## src/rtl/riscv_pushpop_sequencer_pkg.sv

```systemverilog
// riscv_pushpop_sequencer_pkg: Zc push/pop opcodes, instruction kinds and sequencer states
package riscv_pushpop_sequencer_pkg;
  localparam logic [5:0] OPCODE_CM_PUSHPOP = 6'b101110;
  localparam logic [5:0] OPCODE_CM_POPRET = 6'b101111;
  localparam logic [1:0] PP_PUSH = 2'b00;
  localparam logic [1:0] PP_POP = 2'b10;
  typedef enum logic [1:0] {PP_KIND_PUSH, PP_KIND_POP, PP_KIND_POPRET, PP_KIND_POPRETZ} pushpop_kind_e;
  typedef enum logic [1:0] {S_IDLE, S_SEQ, S_ZERO, S_RET} pp_state_e;
endpackage

```

## src/rtl/riscv_pushpop_sequencer.sv

```systemverilog
// riscv_pushpop_sequencer: decodes cm.push/pop/popret/popretz and sequences the controller and return tails
module riscv_pushpop_sequencer
  import riscv_pushpop_sequencer_pkg::*;
#(
  parameter int RLIST_MIN = 4
) (
  input  logic        clk,
  input  logic        rst_n,
  input  logic [15:0] instr_rdata_i,
  input  logic        instr_valid_i,
  input  logic        id_valid_i,
  input  logic        kill_i,
  input  logic        pushpop_done_i,
  output logic        pushpop_ctrl_o,
  output logic [3:0]  rcount_o,
  output logic [4:0]  spimm16_o,
  output logic        is_pop_o,
  output logic        halt_id_o,
  output logic        clear_a0_o,
  output logic        ret_jump_o,
  output logic        illegal_insn_o,
  output logic        busy_o
);
  localparam logic [3:0] RMIN = 4'(RLIST_MIN);
  pp_state_e state;
  pushpop_kind_e kind_q, dec_kind;
  logic [3:0] rcount_q, rlist, dec_rcount;
  logic [1:0] spimm_q, sub;
  logic [5:0] op;
  logic is_pp, legal, start, seq, busy, retire;
  always_comb begin
    op = instr_rdata_i[15:10];
    sub = instr_rdata_i[9:8];
    rlist = instr_rdata_i[7:4];
    dec_rcount = rlist - 4'd3;
    is_pp = instr_rdata_i[1:0] == 2'b10 && (op == OPCODE_CM_PUSHPOP || op == OPCODE_CM_POPRET) &&
            (sub == PP_PUSH || sub == PP_POP);
    dec_kind = op == OPCODE_CM_PUSHPOP ? (sub == PP_PUSH ? PP_KIND_PUSH : PP_KIND_POP)
                                       : (sub == PP_PUSH ? PP_KIND_POPRETZ : PP_KIND_POPRET);
    legal = is_pp && rlist >= RMIN;
    busy = state != S_IDLE;
    seq = state == S_SEQ;
    start = !busy && instr_valid_i && legal;
    retire = seq && pushpop_done_i && id_valid_i && (kind_q == PP_KIND_PUSH || kind_q == PP_KIND_POP);
    // The controller samples the decoded fields in the accept cycle, before they are latched
    pushpop_ctrl_o = !kill_i && (start || seq);
    rcount_o = start ? dec_rcount : busy ? rcount_q : 4'd0;
    spimm16_o = start ? {3'b0, instr_rdata_i[3:2]} : busy ? {3'b0, spimm_q} : 5'd0;
    is_pop_o = start ? dec_kind != PP_KIND_PUSH : busy && kind_q != PP_KIND_PUSH;
    halt_id_o = start || (seq && !retire) || state == S_ZERO;
    clear_a0_o = !kill_i && state == S_ZERO;
    ret_jump_o = !kill_i && state == S_RET;
    illegal_insn_o = !busy && instr_valid_i && is_pp && !legal;
    busy_o = busy;
  end
  always_ff @(posedge clk or negedge rst_n) begin
    if (!rst_n) begin
      state <= S_IDLE;
      kind_q <= PP_KIND_PUSH;
      rcount_q <= 4'd0;
      spimm_q <= 2'd0;
    end else if (kill_i) begin
      state <= S_IDLE;
      kind_q <= PP_KIND_PUSH;
      rcount_q <= 4'd0;
      spimm_q <= 2'd0;
    end else begin
      case (state)
        S_IDLE: if (start && id_valid_i) begin
          state <= S_SEQ;
          kind_q <= dec_kind;
          rcount_q <= dec_rcount;
          spimm_q <= instr_rdata_i[3:2];
        end
        S_SEQ: if (pushpop_done_i && id_valid_i)
          state <= kind_q == PP_KIND_POPRETZ ? S_ZERO : kind_q == PP_KIND_POPRET ? S_RET : S_IDLE;
        S_ZERO: if (id_valid_i) state <= S_RET;
        default: if (id_valid_i) state <= S_IDLE;
      endcase
    end
  end
endmodule

```

## config.mk

```make
export PLATFORM = sky130hd
export DESIGN_NAME = riscv_pushpop_sequencer
export DESIGN_NICKNAME = d
export VERILOG_FILES = /design/src/rtl/riscv_pushpop_sequencer_pkg.sv /design/src/rtl/riscv_pushpop_sequencer.sv
export SDC_FILE = /design/constraint.sdc
export NUM_CORES = 1
export LEC_CHECK = 0
export BUFFER_PORTS_ARGS = -buffer_cell sky130_fd_sc_hd__buf_2
export CAP_MARGIN = 5
export CORE_UTILIZATION = 44
export CTS_CLUSTER_SIZE = 20
export DETAILED_ROUTE_END_ITERATION = 10
export HOLD_SLACK_MARGIN = 0.1
export PLACE_DENSITY_LB_ADDON = 0.25
export SETUP_SLACK_MARGIN = 0.2
export SKIP_LAST_GASP = 1
export SYNTH_ARGS = -nofsm -noshare
export SYNTH_HDL_FRONTEND = slang
export SYNTH_SLANG_ARGS = --single-unit
```

## constraint.sdc

```tcl
create_clock -name clk -period 2.15 [get_ports clk]
set_clock_uncertainty 0.1 [all_clocks]
set_input_delay 0.3225 -clock clk [delete_from_list [all_inputs] [get_ports clk]]
set_output_delay 0.3225 -clock clk [all_outputs]
set_load 0.005 [all_outputs]
```

==> impl_metrics.yaml, run 1 <==
status:
  status: "finished, final reports clean"
logic_synthesis:
  synth_ff_type: "dfrtp_1"
  yosysTopAreaCellShare_pct: 33.4
  syn_inst: 86
  syn_area_per_cell_sq_um: 8.70
  yosysUniqueCellTypes: 33
  ys_top_cells_by_count: "nor2_1 (16), dfrtp_1 (10), mux2i_1 (8), nand2_1 (8)"
  async_flop_share_pct: 100
  synth_top_cell_by_area: "dfrtp_1"
  synthTopCellsByArea: "dfrtp_1 (33%), mux2i_1 (11%), nor2_1 (8.0%), a22o_1 (4.7%), buf_4 (4.0%)"
  yosysSeqAreaShare_pct: 33.4
  synth_area_sq_um: 748
  synth_edf_count: 0
  yosysWarnings: 0
  ys_seq_elements: 10
  yosysMostFrequentCell: "nor2_1"
drt:
  met1_length_um: 796
  wl_met2_um: 926
  wl_met3_um: 119
  top_layer: "met4"
  via_per_inst: 5.38
  wl_per_cell_um: 12.7
  wl_mm: 1.86
  first_pass_iters: 6
  dr_total_vias: 786
  drtAntennaViolNets: 0
  drt_iter0_drc: 13
  route.detailed.drc: 0
setup_path:
  end_kind: "primary output"
  path_max_fanout: 5
  worstSetupPathType: "register to primary output"
  cp-start-kind: "register"
  cp.buffers_inverters: 2
  r2r-start: "state[1]"
  cp.required_ns: 1.73
  cp.depth: 6
  crit_top_cell: "nor2_4"
  max_stage_delay_ns: 0.45
  cp_top_family: "flip-flops"
  crit_path_end: "spimm16_o[1]"
  r2r_cells: 6
  r2r_end: "rcount_q[2]"
  critPathSlowestCell: "dfrtp_2"
  critPathLaunch: "state[1]"
  critical_path.cell_chain: "nor2_4, nand4_1, buf_4, nor2_4, a22o_1, buf_2"
  arrival_ns: 1.57
  rrSetupSlack_ns: 0.40
finish:
  diodes: 0
  finalNetCount: 155
  final_layout_size_suffix_gt1_share_pct: 46.2
  syn2layout_area_growth_pct: 41.1
global_route:
  grtUsageTotal_pct: 20.9
  grt_overflow: 0
  grt_pass1_vias: 754
  grt_pass1_wl_mm: 3.00
  antenna_found_initial: 0
  grt_max_degree: 14
cts:
  cts_buffers: 3
  clkTransAtPathRegs_ns: 0.06
  clockRootBuffer: "clkbuf_4"
  insertion_delay_ns: 0.25
  cts-htree-levels: 1
  cts_max_path_buffers: 2
  clock-sinks: 10
  cts_tree: "done"
sta:
  whs_ns: 0.232
  fin_crit_sh_pct: 92.9
  max_freq_mhz: 501
  hold_viol: 0
  slew_violations: 0
  finalSetupViolCount: 0
  rsz0062_at_grt: "yes"
  fin_tns_setup_ns: 0
  min_period_ns: 2.00
placement:
  io_buffers: 34
  gp_congestion: 0.732
  place_hpwl_mm: 1.27
power:
  leakage_nw: 0.549
  cellPowerDensity_nw_per_um2: 385
  peakVddDrop_uv: 348
die:
  die_x_um: 43.2
  start_util_pct: 48.5
  die_h_um: 43.2
  dieArea_sq_um: 1870
  core_region_area_sq_um: 1540
  rows: 14
  ios: 38
job:
  maxCapViolCount: 0
worst_hold_path:
  hp-class: "input port to register"
## what timing repair did
action                                 4_1_cts  5_1_grt
hold buffers                                 1        0
pin swaps                                    3        7
cloned                                       0        0
setup buffers                                6        3
endpoints found under the hold margin       10        0
gates resized for setup                      9        6
setup endpoints to repair                    9       10
## power breakdown
part	internal (mW)	total [mW]	switching, mW
sequential	0.188	0.188	0.0000718
clock	0.103	0.162	0.0594
combinational	0.0265	0.0565	0.0300
total	0.317	0.407	0.0894
## cells in the final DEF (no fill, tap or decap), types with 2 or more instances in the layout
cell type	count
a21oi_1	3
inv_1	2
buf_4	9
buf_2	34
xnor2_1	3
ha_1	2
a22o_1	4
nor2_1	14
mux2i_1	8
dfrtp_1	8
dfrtp_2	2
nor2_4	2
conb_1	3
clkbuf_4	3
nand2_1	8
## flip-flops by register name (all words and copies together) (netlist names)
name      cells
kind_q        2
rcount_q      4
spimm_q       2
state         2
## logic make-up after synthesis
group | share of synthesized area [%]
AND/OR/NAND/NOR | 25.6
AO/OA/AOI/OAI | 13.9
flip-flops | 33.4
buffers and inverters | 9.03
multiplexers | 10.7
XOR/XNOR | 3.51
adder cells (fa/ha/maj) | 3.34
other | 0.501
## layout make-up
type	count	area (sq um)
flip-flops and latches	10	253
well taps	16	20.0
inverters	3	13.8
multi-input cells	68	474
clock buffers	4	36.3
fillers	133	485
repair buffers	45	259
## stage by stage
| step | total power, mW | util (%) | cell area, sq um | setup WS, ns | std cells |
|---|---|---|---|---|---|
| final | 0.407 | 68.5 | 1060 | 0.153 | 146 |
| after global routing | 0.424 | 68.5 | 1060 | 0.0398 | 146 |
| after floorplan | 0.217 | - | 756 | 0.492 | 88 |
| after global placement | 0.244 | 58.2 | 897 | 0.276 | 132 |
| after detailed placement | 0.245 | 58.2 | 897 | 0.254 | 132 |
| after CTS | 0.410 | 65.6 | 1010 | 0.170 | 143 |
## worst min-delay path by stage
| stage | slack (ns) | cells past startpoint | startpoint | endpoint |
|---|---|---|---|---|
| 2_1_floorplan | -0.07 | 0 | rst_n | kind_q[0] |
| 3_3_place_gp | 0.09 | 1 | rst_n | state[1] |
| 3_5_place_dp | 0.1 | 1 | rst_n | state[1] |
| 4_1_cts | 0.23 | 3 | instr_rdata_i[3] | spimm_q[1] |
| 5_1_grt | 0.27 | 3 | instr_rdata_i[2] | spimm_q[0] |
| 6_report | 0.23 | 3 | instr_rdata_i[3] | spimm_q[1] |
## metal layers
layer / track usage (%) / up-vias
met3: 2.13 / 4
met1: 25.3 / 373
met5: 0 / -
met4: 7.88 / 0
met2: 37.3 / 30
li1: - / 379
## worst reg2reg max path, delay by kind of cell, from the launching register on
family / cells / cell delay (ns)
buffers and inverters: 2 / 0.35
flip-flops: 1 / 0.45
multiplexers: 1 / 0.21
AND/OR/NAND/NOR: 3 / 0.53
No activity file was read; power rests on OpenSTA's default activity.
==> inputs of run 2 (changes only) <==
- ABC_AREA: unset -> 1
- CTS_CLUSTER_DIAMETER: unset -> 100
==> impl_metrics.yaml, run 2 <==
drt:
  drtAntennaViolNets: 0
  dr_total_vias: 820
  wl_per_cell_um: 11.2
  wl_mm: 1.83
  via_per_inst: 5.00
  drt_iter0_drc: 12
  route.detailed.drc: 0
  first_pass_iters: 4
power:
  leakage_nw: 0.581
  swShare_pct: 24.8
  clockPowerShare_pct: 31.4
  peakVddDrop_uv: 277
  p_comb_share_pct: 16.9
  p_switching_mw: 0.0923
  internal-power_mw: 0.280
  seqPwrFrac_pct: 51.7
  cellPowerDensity_nw_per_um2: 362
setup_path:
  end_kind: "primary output"
  crit_path_end: "spimm16_o[0]"
  cp.buffers_inverters: 2
  worstSetupPathType: "register to primary output"
  r2r-start: "state[1]"
  path_max_fanout: 8
  cp.depth: 7
  rrSetupSlack_ns: 0.70
  critPathSlowestCell: "dfrtp_1"
  cp_top_family: "simple AND/OR/NAND/NOR gates"
  max_stage_delay_ns: 0.39
  r2r_cells: 7
  cp.required_ns: 1.73
  cp-start-kind: "register"
  arrival_ns: 1.45
  r2r_end: "kind_q[1]"
  critPathLaunch: "state[1]"
  critical_path.cell_chain: "inv_2, nand2_4, nor2_4, and2_4, nand2_8, o21ai_1, buf_2"
sta:
  hold_viol: 0
  max_freq_mhz: 535
  fin_crit_sh_pct: 86.9
  min_period_ns: 1.87
  slew_violations: 0
  fin_tns_setup_ns: 0
  finalSetupViolCount: 0
  worst_slack_ns: 0.281
  whs_ns: 0.204
  rsz0062_at_grt: "no"
die:
  die_x_um: 43.0
  start_util_pct: 48.0
  dieArea_sq_um: 1850
  ios: 38
  core_region_area_sq_um: 1540
  die_h_um: 43.0
  rows: 14
finish:
  fin_area_sq_um: 1030
  regMostFlops: "rcount_q"
  post-route-util_pct: 66.6
  largest_reg_flops: 4
  finalNetCount: 174
  diodes: 0
  mostFrequentLayoutCell: "buf_2"
  final_layout_size_suffix_gt1_share_pct: 43.2
  mostFrequentLayoutCells: "buf_2 (34), nand2_1 (24), inv_1 (10), dfrtp_1 (10), o21ai_1 (9)"
  syn2layout_area_growth_pct: 38.9
placement:
  placement.cell_area_sq_um: 915
  dp_slack_ns: 0.463
  place_hpwl_mm: 1.38
  io_buffers: 34
  gp_congestion: 0.749
logic_synthesis:
  yosysUniqueCellTypes: 23
  yosysMostFrequentCell: "nand2_1"
  ys_seq_elements: 10
  yosysSeqAreaShare_pct: 33.8
  async_flop_share_pct: 100
  yosysTopAreaCellShare_pct: 33.8
  synthTopCellsByArea: "dfrtp_1 (34%), nand2_1 (12%), o21ai_1 (8.8%), inv_1 (5.1%), nand3_1 (4.1%)"
  syn_area_per_cell_sq_um: 7.11
  synth_edf_count: 0
  synth_ff_type: "dfrtp_1"
  synth_top_cell_by_area: "dfrtp_1"
  yosysWarnings: 0
  synth_area_sq_um: 739
  syn_inst: 104
  ys_top_cells_by_count: "nand2_1 (24), o21ai_1 (13), dfrtp_1 (10), inv_1 (10), nor2_1 (8)"
global_route:
  grt_pass1_vias: 707
  grt_pass1_wl_mm: 2.79
  grt_overflow: 0
  grt_max_degree: 11
  antenna_found_initial: 0
  grtUsageTotal_pct: 20.1
worst_hold_path:
  whs_path_depth: 2
  hp-class: "input port to register"
  min_from: "instr_rdata_i[4]"
cts:
  cts_max_path_buffers: 2
  clockRootBuffer: "clkbuf_4"
  cts-htree-levels: 1
  insertion_delay_ns: 0.25
  cts_tree: "done"
  cts_buffers: 3
  clkTransAtPathRegs_ns: 0.06
  clock-sinks: 10
job:
  maxCapViolCount: 0
status:
  status: "finished, final reports clean"
run 2: layout make-up:
type,count,area [sq um]
Fill cell,138,514
Sequential cell,10,250
Timing Repair Buffer,42,233
Clock buffer,3,22.5
Multi-Input combinational cell,77,442
Tap cell,16,20.0
Inverter,16,60.1
run 2: repair_timing:
item                                    CTS  global route
pin swaps                                 0             1
endpoints found under the setup margin    6             8
hold buffers                              1             0
hold endpoints to repair                 10             0
gates resized for setup                   0             6
buffers inserted                          2             5
run 2: power by group through the flow:
stage,Combinational [mW],Clock (mW),Sequential [mW]
final,0.0628,0.117,0.192
after detailed placement,0.0598,0,0.196
after floorplan,0.0313,0,0.195
after global routing,0.0708,0.134,0.192
after CTS,0.0615,0.125,0.192
after global placement,0.0571,0,0.196
run 2: layer usage:
layer / part of all wire [%] / global-route usage (%) / vias to the layer above
li1: - / - / 423
met1: 40 / 23.7 / 358
met2: 53 / 36.7 / 37
met3: 6.6 / 1.28 / 2
met4: 0.66 / 9.09 / 0
met5: 0 / 0 / -
run 2: cell families after synthesis:
| logic type | after synthesis | share of synthesized area, % |
|---|---|---|
| compound gates | 22 | 16.1 |
| flops | 10 | 33.8 |
| simple gates | 49 | 33.8 |
| xor+xnor | 1 | 1.18 |
| fa+ha+maj | 2 | 3.38 |
| other cells | 1 | 0.507 |
| buf+inv | 19 | 11.2 |
run 2: metrics by stage:
step | power, mW | instances
2_1_floorplan | 0.227 | 106
3_3_place_gp | 0.253 | 153
6_report | 0.372 | 164
4_1_cts | 0.379 | 159
5_1_grt | 0.397 | 164
3_5_place_dp | 0.255 | 153
run 2: worst min path at each step:
stage	endpoint	slack [ns]
2_1_floorplan	kind_q[0]	-0.07
3_5_place_dp	spimm_q[1]	0.09
6_report	rcount_q[0]	0.20
5_1_grt	state[0]	0.22
4_1_cts	rcount_q[0]	0.18
3_3_place_gp	spimm_q[1]	0.09
==> inputs of run 3 (changes only) <==
- RECOVER_POWER: unset -> 25
==> impl_metrics.yaml, run 3 (synthesized netlist as in run 2, its figures left out) <==
cts:
  insertion_delay_ns: 0.25
  clockRootBuffer: "clkbuf_4"
  cts-htree-levels: 1
  clock-sinks: 10
  cts_buffers: 3
  clkTransAtPathRegs_ns: 0.06
  cts_max_path_buffers: 2
  cts_tree: "done"
power:
  cellPowerDensity_nw_per_um2: 362
  peakVddDrop_uv: 277
  leakage_nw: 0.579
  power_mw: 0.372
setup_path:
  cp.buffers_inverters: 2
  end_kind: "primary output"
  r2r_cells: 7
  arrival_ns: 1.45
  path_max_fanout: 8
  r2r_end: "kind_q[1]"
  cp-start-kind: "register"
  max_stage_delay_ns: 0.39
  critPathSlowestCell: "dfrtp_1"
  critical_path.cell_chain: "inv_2, nand2_4, nor2_4, and2_4, nand2_8, o21ai_1, buf_2"
  worstSetupPathType: "register to primary output"
  r2r-start: "state[1]"
  cp_top_family: "simple AND/OR/NAND/NOR gates"
  rrSetupSlack_ns: 0.70
  cp.required_ns: 1.73
drt:
  route.detailed.drc: 0
  drt_iter0_drc: 12
  drtAntennaViolNets: 0
  dr_total_vias: 820
  via_per_inst: 5.00
  wl_mm: 1.83
  wl_per_cell_um: 11.2
  first_pass_iters: 4
global_route:
  grt_overflow: 0
  antenna_found_initial: 0
  grtUsageTotal_pct: 20.1
  grt_pass1_wl_mm: 2.79
  grt_max_degree: 11
  grt_pass1_vias: 707
sta:
  fin_crit_sh_pct: 86.9
  slew_violations: 0
  tightest_slew_ns: 0.517
  rsz0062_at_grt: "no"
  slew_headroom_pct: 65.5
  fin_tns_setup_ns: 0
  hold_viol: 0
  max_freq_mhz: 535
  min_period_ns: 1.87
  finalSetupViolCount: 0
finish:
  syn2layout_area_growth_pct: 38.7
  finalNetCount: 174
  instances_no_fill: 164
  largest_reg_flops: 4
  mostFrequentLayoutCells: "buf_2 (33), nand2_1 (24), inv_1 (10), dfrtp_1 (10), o21ai_1 (9)"
  diodes: 0
  final_layout_size_suffix_gt1_share_pct: 42.6
  mostFrequentLayoutCell: "buf_2"
  fill_cells: 139
  fin_area_sq_um: 1030
  regMostFlops: "rcount_q"
worst_hold_path:
  min_from: "instr_rdata_i[4]"
  hp-class: "input port to register"
  whs_path_depth: 2
  hold_end: "rcount_q[0]"
die:
  core_region_area_sq_um: 1540
  die_x_um: 43.0
  dieArea_sq_um: 1850
  start_util_pct: 48.0
  die_h_um: 43.0
  rows: 14
  ios: 38
status:
  status: "finished, final reports clean"
placement:
  gp_congestion: 0.749
  placedCellCount: 153
  io_buffers: 34
  place_hpwl_mm: 1.38
  placement.cell_area_sq_um: 915
job:
  maxCapViolCount: 0
==> run 3: cell types whose count changed in the layout (fill, tap and decap cells not counted), sizes merged <==
cell / previous run / this run
buf: 41 / 40
clkbuf: 3 / 4
==> run 3: area by class of cell <==
type / count / area, sq um / area share (%)
clock buffer: 3 / 22.5 / 2.20
sequential: 10 / 250 / 24.4
multi-input combinational: 77 / 442 / 43.0
tap: 16 / 20.0 / 1.95
inverter: 16 / 60.1 / 5.85
timing repair buffer: 42 / 231 / 22.6
==> run 3: what timing repair did <==
item / 4_1_cts / 5_1_grt
hold buffers: 1 / 0
resized for setup: 0 / 6
buffers inserted: 2 / 5
pin swaps: 0 / 1
setup endpoints to repair: 6 / 8
hold endpoints to repair: 10 / 0
cloned: 0 / 0
==> run 3: through the flow <==
step	hold slack (ns)	worst slack [ns]	util, %
after floorplan	-0.0731	0.646	-
after global placement	0.0890	0.502	59.3
after detailed placement	0.0930	0.463	59.3
after CTS	0.183	0.242	62.4
after global routing	0.221	0.201	66.6
final	0.204	0.281	66.6
==> run 3: per-layer routing <==
layer  wire, um  global-route usage, %  vias to the layer above
met4         12                   9.09                        0
li1           -                      -                      423
met1        734                   23.7                      358
met3        120                   1.28                        2
met2        962                   36.7                       37
met5          0                      0                        -
==> run 3: where the power goes <==
part | internal (mW) | leakage, nW | switching, mW
logic | 0.0242 | 0.426 | 0.0384
clock network | 0.0640 | 0.0138 | 0.0529
registers | 0.191 | 0.138 | 0.00108
==> run 3: worst max-delay path by stage <==
stage / slack (ns) / startpoint / cells past startpoint / endpoint
6_report: 0.28 / state[1] / 7 / spimm16_o[0]
4_1_cts: 0.24 / state[1] / 7 / rcount_o[2]
3_3_place_gp: 0.50 / state[1] / 7 / spimm16_o[1]
3_5_place_dp: 0.46 / state[0] / 7 / rcount_o[2]
2_1_floorplan: 0.65 / state[0] / 6 / pushpop_ctrl_o
5_1_grt: 0.20 / state[1] / 7 / spimm16_o[0]
